[src/rtl/weight_loader_pkg.sv]
// rtl/weight_loader_pkg.sv - shared parameters and state type for the weight buffer loader
package weight_loader_pkg;

  localparam int DATA_WIDTH = 18;
  localparam int LANES      = 9;
  localparam int DEPTH      = 42;
  localparam int BANKS      = 2;
  localparam int ADDR_WIDTH = 12;
  localparam int WORD_WIDTH = DATA_WIDTH * LANES;
  localparam int LANE_W     = 4;
  localparam int ROW_W      = 6;

  typedef enum logic [1:0] {
    IDLE,
    FILL,
    WRITE,
    DONE
  } state_t;

endpackage

[src/rtl/weight_lane_packer.sv]
// rtl/weight_lane_packer.sv - lane-indexed register file that assembles one RAM word
module weight_lane_packer
  import weight_loader_pkg::*;
(
  input  logic                  clk,
  input  logic                  rst_n,
  input  logic                  clear_i,
  input  logic                  wr_en_i,
  input  logic [DATA_WIDTH-1:0] wr_data_i,
  output logic [WORD_WIDTH-1:0] word_o,
  output logic [LANE_W-1:0]     lane_o
);

  logic [LANES-1:0][DATA_WIDTH-1:0] lanes_q;
  logic [LANE_W-1:0]                lane_q;

  // Lane count wraps after the last lane so the next row starts at lane 0.
  always_ff @(posedge clk or negedge rst_n) begin
    if (!rst_n) begin
      lanes_q <= '0;
      lane_q  <= '0;
    end else if (clear_i) begin
      lanes_q <= '0;
      lane_q  <= '0;
    end else if (wr_en_i) begin
      lanes_q[lane_q] <= wr_data_i;
      lane_q          <= (lane_q == LANE_W'(LANES - 1)) ? '0 : lane_q + 1'b1;
    end
  end

  assign word_o = lanes_q;
  assign lane_o = lane_q;

endmodule

[src/rtl/weight_buffer_loader_18_9_42_2.sv]
// rtl/weight_buffer_loader_18_9_42_2.sv - streams 18-bit weights into two 162-bit RAM banks
module weight_buffer_loader_18_9_42_2
  import weight_loader_pkg::*;
(
  input  logic                  clk,
  input  logic                  rst_n,
  input  logic                  start_i,
  input  logic                  abort_i,
  input  logic                  in_valid_i,
  input  logic [DATA_WIDTH-1:0] in_data_i,
  output logic                  in_ready_o,
  output logic [BANKS-1:0]      ram_we_o,
  output logic [ADDR_WIDTH-1:0] ram_addr_o,
  output logic [WORD_WIDTH-1:0] ram_data_o,
  output logic                  busy_o,
  output logic                  done_o
);

  state_t                state_q, state_d;
  logic [ROW_W-1:0]      row_q, row_d;
  logic                  bank_q, bank_d;
  logic [BANKS-1:0]      we_q, we_d;
  logic [ADDR_WIDTH-1:0] addr_q, addr_d;
  logic [WORD_WIDTH-1:0] data_q, data_d;

  logic                  pk_clear;
  logic                  pk_wr;
  logic [WORD_WIDTH-1:0] pk_word;
  logic [LANE_W-1:0]     pk_lane;
  logic [ADDR_WIDTH-1:0] row_addr;

  weight_lane_packer u_packer (
    .clk      (clk),
    .rst_n    (rst_n),
    .clear_i  (pk_clear),
    .wr_en_i  (pk_wr),
    .wr_data_i(in_data_i),
    .word_o   (pk_word),
    .lane_o   (pk_lane)
  );

  assign row_addr = (bank_q ? ADDR_WIDTH'(DEPTH) : ADDR_WIDTH'(0)) + ADDR_WIDTH'(row_q);

  always_comb begin
    state_d  = state_q;
    row_d    = row_q;
    bank_d   = bank_q;
    we_d     = '0;
    addr_d   = addr_q;
    data_d   = data_q;
    pk_clear = 1'b0;
    pk_wr    = 1'b0;
    if (abort_i) begin
      state_d  = IDLE;
      pk_clear = 1'b1;
    end else begin
      case (state_q)
        IDLE: begin
          if (start_i) begin
            state_d  = FILL;
            row_d    = '0;
            bank_d   = 1'b0;
            pk_clear = 1'b1;
          end
        end
        FILL: begin
          if (in_valid_i) begin
            pk_wr = 1'b1;
            if (pk_lane == LANE_W'(LANES - 1)) begin
              // Final lane bypasses the packer so the write issues next cycle.
              state_d      = WRITE;
              we_d[bank_q] = 1'b1;
              addr_d       = row_addr;
              data_d       = {in_data_i, pk_word[WORD_WIDTH-DATA_WIDTH-1:0]};
            end
          end
        end
        WRITE: begin
          if (row_q != ROW_W'(DEPTH - 1)) begin
            row_d   = row_q + 1'b1;
            state_d = FILL;
          end else if (!bank_q) begin
            row_d   = '0;
            bank_d  = 1'b1;
            state_d = FILL;
          end else begin
            state_d = DONE;
          end
        end
        DONE: state_d = IDLE;
        default: state_d = IDLE;
      endcase
    end
  end

  always_ff @(posedge clk or negedge rst_n) begin
    if (!rst_n) begin
      state_q <= IDLE;
      row_q   <= '0;
      bank_q  <= 1'b0;
      we_q    <= '0;
      addr_q  <= '0;
      data_q  <= '0;
    end else begin
      state_q <= state_d;
      row_q   <= row_d;
      bank_q  <= bank_d;
      we_q    <= we_d;
      addr_q  <= addr_d;
      data_q  <= data_d;
    end
  end

  assign in_ready_o = (state_q == FILL);
  assign busy_o     = (state_q == FILL) || (state_q == WRITE);
  assign done_o     = (state_q == DONE);
  assign ram_we_o   = we_q;
  assign ram_addr_o = addr_q;
  assign ram_data_o = data_q;

endmodule

[config.mk]
export PLATFORM = sky130hd
export DESIGN_NAME = weight_buffer_loader_18_9_42_2
export DESIGN_NICKNAME = d
export VERILOG_FILES = /design/src/rtl/weight_loader_pkg.sv /design/src/rtl/weight_lane_packer.sv /design/src/rtl/weight_buffer_loader_18_9_42_2.sv
export SDC_FILE = /design/constraint.sdc
export NUM_CORES = 1
export LEC_CHECK = 0
export BUFFER_PORTS_ARGS = -buffer_cell sky130_fd_sc_hd__buf_2
export CELL_PAD_IN_SITES_DETAIL_PLACEMENT = 1
export CELL_PAD_IN_SITES_GLOBAL_PLACEMENT = 2
export CORE_UTILIZATION = 37
export CTS_BUF_LIST = sky130_fd_sc_hd__clkbuf_4
export DETAILED_ROUTE_END_ITERATION = 6
export GPL_TIMING_DRIVEN = 0
export PLACE_DENSITY = 0.88
export SLEW_MARGIN = 20
export SYNTH_ARGS = -nofsm -noshare
export SYNTH_HDL_FRONTEND = slang
export SYNTH_HIERARCHICAL = 1
export SYNTH_SLANG_ARGS = --single-unit
[constraint.sdc]
create_clock -name clk -period 2.66 [get_ports clk]
set_input_delay 0.665 -clock clk [delete_from_list [all_inputs] [get_ports clk]]
set_output_delay 0.665 -clock clk [all_outputs]
set_load 0.02 [all_outputs]
==> results of run 1 <==
per-layer routing:
| layer | wire (um) | track usage | share of wire | vias to the layer above |
|---|---|---|---|---|
| li1 | - | - | - | 5322 |
| met1 | 19100 | 0.312 | 0.45 | 5496 |
| met2 | 19800 | 0.366 | 0.47 | 306 |
| met3 | 2370 | 0.0495 | 0.056 | 59 |
| met4 | 986 | 0.0811 | 0.023 | 0 |
| met5 | 0 | 0 | 0 | - |
sequential cells by signal (all words and copies together) (netlist names):
register	cells
state_q	2
ram_addr_o	7
u_packer/lane_o	4
ram_we_o	2
ram_data_o	162
u_packer/word_o	144
row_q	6
bank_q	1
report_power, final:
group          internal, uW  leakage [uW]  switching (uW)
clock                  2280      0.000648            2080
sequential             5020       0.00458            40.4
combinational           209       0.00364             632
layout by cell type (no fill, tap or decap), types with 11 or more instances in the layout:
cell and n:
a21oi_1 144, buf_2 216, buf_4 29, buf_6 33, clkbuf_1 27, clkbuf_4 135, dfrtp_1 328, ha_1 15
nand2_1 799, nor2_1 11
area by class of cell:
class                           count  area [um^2]  area share
Antenna cell                        2         5.00    0.000304
Multi-Input combinational cell   1050         4650       0.283
Timing Repair Buffer              199         1080      0.0655
Clock inverter                     12         45.0     0.00274
Buffer                            117          843      0.0512
Sequential cell                   328         8210       0.499
Inverter                            7         26.3     0.00160
Clock buffer                      135         1010      0.0616
Tap cell                          468          586      0.0356
worst reg2reg max path, cell delays in order, from the launching register on:
cell and delay, ns:
dfrtp_1 0.41, inv_1 0.16, ha_1 0.23, nand2_1 0.13, nor2_1 0.40, buf_6 0.21, buf_6 0.18, nand4b_4 0.21
buf_2 0.26, nand2_1 0.09, a21oi_1 0.07
through the flow:
stage	worst slack, ns	instances	hold slack [ns]
finish	0.157	2318	0.130
global route	0.00356	2317	0.0865
CTS	0.0187	2316	0.0598
detailed placement	-0.241	2168	0.456
global placement	-5.54	2165	0.448
floorplan	0.533	1502	0.369
how the worst min path moves through the flow:
| stage | to | slack (ns) | depth (start not counted) |
|---|---|---|---|
| finish | ram_data_o[144]$_DFFE_PN0P_ | 0.13 | 3 |
| global route | ram_data_o[158]$_DFFE_PN0P_ | 0.09 | 3 |
| CTS | ram_data_o[144]$_DFFE_PN0P_ | 0.06 | 3 |
| detailed placement | ram_data_o[141]$_DFFE_PN0P_ | 0.46 | 2 |
| global placement | ram_data_o[139]$_DFFE_PN0P_ | 0.45 | 2 |
| floorplan | bank_q$_DFFE_PN0P_ | 0.37 | 0 |
repair_timing:
| action | 4_1_cts | 5_1_grt |
|---|---|---|
| endpoints found under the setup margin | 0 | 28 |
| resized for setup | 0 | 2 |
| hold buffers | 1 | 0 |
| endpoints found under the hold margin | 64 | 0 |
==> results.cfg, run 1 <==
[clock_network]
numCtsBuffers = 87
path_clk_slew_ns = 0.07
worstSkewPairLatency_ns = 0.74
htreeDepth = 3
postCtsSetupRepairBufs = 0
cts_sinks = 328
ctsLongestPathBuffers = 3
cts_tree = built
cts_root_buffer = clkbuf_4

[power]
total_leakage_power_uw = 0.00887
ir_worst_vdd_uv = 321
p_per_area_nw_per_um2 = 624
p_total_uw = 10300

[sta]
finalCritPeriodShare = 0.941
tightest_slew_ns = 0.980
setup_violations = 0
tns_ns = 0
rsz0062_at_grt = no
slew_viol_final = 0
hold_violations = 0
clock_skew_ns = 0.0357
period_minus_slack_ns = 2.50
maxSlewHeadroom = 0.347
fmax_mhz = 400

[critical_path]
r2r_end = u_packer/word_o[99]$_DFFE_PN0P_
crit_fanout = 10
crit_required_ns = 3.24
end_kind = flip-flop
start_kind = flip-flop
cp_slowest_cell = dfrtp_1
path_buf_inv = 4
cp.depth = 10
cp_top_family = simple AND/OR/NAND/NOR gates
crit_chain = inv_1, ha_1, nand2_1, nor2_1, buf_6, buf_6, nand4b_4, buf_2, nand2_1, a21oi_1
crit_start = state_q[1]$_DFFE_PN0P_
cpPeakStageDelay_ns = 0.41
cp_data_arrival_time_ns = 3.09
reg2reg_slack_ns = 0.16
r2r_cells = 10
worst-setup-path-type = flip-flop to flip-flop
endpoint = u_packer/word_o[99]$_DFFE_PN0P_
r2r_start = state_q[1]$_DFFE_PN0P_

[min_path]
min-delay-path-class = input port to flip-flop
min-delay-start = in_data_i[0]

[floorplanning]
die_area_um2 = 37800
start_util = 0.376
pin_count = 202
num_rows = 70
die_w_um = 195
die_y_um = 195
core_um2 = 36500

[place]
io_buffers = 195
gp_congestion = 0.803
placed_area_um2 = 15400
dpl.hpwl_um = 28200

[drt]
vias = 11200
first_iter_violations = 656
avgViaCountPerCell = 4.82
drt_wl_total_um = 42300
drc_errors = 0
ant_nets = 0
wl_per_cell_um = 18.2
firstDrtPassIters = 5

[yosys]
synth_area_um2 = 13700
syn_avg_cell_area_um2 = 9.16
yosys_warnings = 6
postSynthCellCount = 1498

[run_status]
status = finished clean

[global_routing]
grt_usage = 0.230
grt_max_degree = 102
grt_pass1_wl_um = 67000
grt-ovfl-total = 0
antenna_found_initial = 2
grt_pass1_vias = 11800

[cells_and_area]
finalNetCount = 1828
area_growth_pct = 20.0
final_core_util = 0.451
n_fill_cell = 4364
layout-drive-gt1-share = 0.237
stdcell_area_um2 = 16500

[job]
drv_cap = 0
(Power assumes the default switching activity.)
==> run 2, diff against run 1 <==
--- a/config.mk
+++ b/config.mk
@@ -5,10 +5,11 @@
 export SDC_FILE = /design/constraint.sdc
 export NUM_CORES = 1
 export LEC_CHECK = 0
+export ABC_AREA = 1
 export BUFFER_PORTS_ARGS = -buffer_cell sky130_fd_sc_hd__buf_2
 export CELL_PAD_IN_SITES_DETAIL_PLACEMENT = 1
 export CELL_PAD_IN_SITES_GLOBAL_PLACEMENT = 2
-export CORE_UTILIZATION = 37
+export CORE_UTILIZATION = 36
 export CTS_BUF_LIST = sky130_fd_sc_hd__clkbuf_4
 export DETAILED_ROUTE_END_ITERATION = 6
 export GPL_TIMING_DRIVEN = 0
==> run 2 against run 1 <==
Net effect: worst hold slack worse by 0.023 ns; via count up 1.5%; setup slack worse by 0.0072 ns; clock-buffer cell count down 8; non-clock buffer count down 31; clock power down 3%.
==> results.cfg, run 2 <==
[critical_path]
cp_slowest_cell = nor2_2
cpPeakStageDelay_ns = 0.77
worst-setup-path-type = flip-flop to flip-flop
path_buf_inv = 4
end_kind = flip-flop
crit_fanout = 10
cp_data_arrival_time_ns = 3.18
start_kind = flip-flop
crit_required_ns = 3.33
cp_top_family = simple AND/OR/NAND/NOR gates
crit_chain = inv_1, ha_1, inv_1, o21ai_0, buf_2, buf_2, nor2_2, nand2_1, nand2_1

[drt]
wl_per_cell_um = 18.0
drc_errors = 0
drt_wl_total_um = 42400
vias = 11400
ant_nets = 0
first_iter_violations = 708
avgViaCountPerCell = 4.81
firstDrtPassIters = 5

[sta]
hold_violations = 0
period_minus_slack_ns = 2.51
maxSlewHeadroom = 0.250
tightest_slew_ns = 1.12
slew_viol_final = 0
clock_skew_ns = 0.0488
finalCritPeriodShare = 0.944
setup_violations = 0
fmax_mhz = 398
rsz0062_at_grt = no

[clock_network]
numCtsBuffers = 87
cts_tree = built
ctsLongestPathBuffers = 3
worstSkewPairLatency_ns = 0.77
cts_root_buffer = clkbuf_4
path_clk_slew_ns = 0.07
postCtsSetupRepairBufs = 0
cts_sinks = 328
htreeDepth = 3

[global_routing]
use_met3 = 0.0492
global_route.usage.met1 = 0.310
grt_usage = 0.230
grt-ovfl-total = 0
grt_pass1_wl_um = 68000
top_usage_layer = met2
met2_usage = 0.363
antenna_found_initial = 2
grt_max_degree = 97
grt_pass1_vias = 12200

[place]
placed_cells = 2216
placed_area_um2 = 15200
gp_congestion = 0.793
io_buffers = 196
dpl.hpwl_um = 28600

[power]
p_total_uw = 10300
p_per_area_nw_per_um2 = 636
ir_worst_vdd_uv = 298
total_leakage_power_uw = 0.00977

[floorplanning]
num_rows = 70
die_area_um2 = 38400
die_y_um = 196
core_um2 = 36800
die_w_um = 196
start_util = 0.368
pin_count = 202

[cells_and_area]
stdcell_count = 2362
area_growth_pct = 20.1
mostFrequentLayoutCells = nand2_1 (820), dfrtp_1 (328), buf_2 (236), nand3_1 (154), clkbuf_4 (127)
largest_reg_flops = 162
layout-drive-gt1-share = 0.236
finalNetCount = 1876
stdcell_area_um2 = 16200
final_common_cell = nand2_1

[yosys]
yosys_warnings = 6
syn_avg_cell_area_um2 = 8.76
postSynthCellCount = 1545
synth_area_um2 = 13500

[run_status]
status = finished clean

[job]
drv_cap = 0

[min_path]
min-delay-path-class = input port to flip-flop
## run 2: path summary, 6_finish.rpt
check / slack, ns / end / start / cells past startpoint
max in group asynchronous: 0.95 / ram_data_o[40]$_DFFE_PN0P_ / rst_n / 4
min reg2reg: 0.47 / ram_data_o[110]$_DFFE_PN0P_ / u_packer/word_o[110]$_DFFE_PN0P_ / 2
min in group asynchronous: 0.47 / row_q[0]$_DFFE_PN0P_ / rst_n / 2
min: 0.11 / ram_data_o[153]$_DFFE_PN0P_ / in_data_i[9] / 3
max reg2reg: 0.15 / u_packer/word_o[135]$_DFFE_PN0P_ / state_q[0]$_DFFE_PN0P_ / 9
max: 0.15 / u_packer/word_o[135]$_DFFE_PN0P_ / state_q[0]$_DFFE_PN0P_ / 9
## run 2: area by class of cell
class	instances	area, um^2
repair buffers	200	1080
well taps	468	586
plain buffers	85	537
multi-input cells	1079	4600
diodes	2	5.00
flip-flops and latches	328	8210
clock inverters	16	60.1
clock buffers	127	953
inverters	57	218
fillers	4533	20500
## run 2: per-stage QoR
stage / setup slack (ns) / setup TNS, ns / hold slack [ns] / utilization
5_1_grt: 0.00618 / 0 / 0.0783 / 0.442
3_5_place_dp: -0.00538 / -0.00538 / 0.461 / 0.413
4_1_cts: 0.0664 / 0 / 0.0312 / 0.441
3_3_place_gp: -5.53 / -1799.80 / 0.458 / 0.411
6_report: 0.150 / 0 / 0.107 / 0.442
2_1_floorplan: 0.684 / 0 / 0.369 / -
## run 2: report_power, final
group / total [uW] / switching [uW] / internal [uW]
clock network: 4220 / 2070 / 2160
registers: 5090 / 60.3 / 5030
logic: 1020 / 794 / 223
total: 10300 / 2920 / 7420
## run 2: worst reg2reg max path, cell delays in order (launching register included)
cell	delay, ns
dfrtp_1	0.43
inv_1	0.10
ha_1	0.25
inv_1	0.06
o21ai_0	0.06
buf_2	0.23
buf_2	0.27
nor2_2	0.78
nand2_1	0.14
nand2_1	0.10
## run 2: repair_timing
action,4_1_cts,5_1_grt
hold buffers,1,0
gates resized for setup,0,4
hold endpoints to repair,62,0
setup endpoints to repair,0,5
## run 2: per-layer routing
metal / part of all wire / vias up
met3: 0.055 / 76
li1: - / 5399
met4: 0.025 / 0
met2: 0.46 / 295
met1: 0.46 / 5580
met5: 0 / -
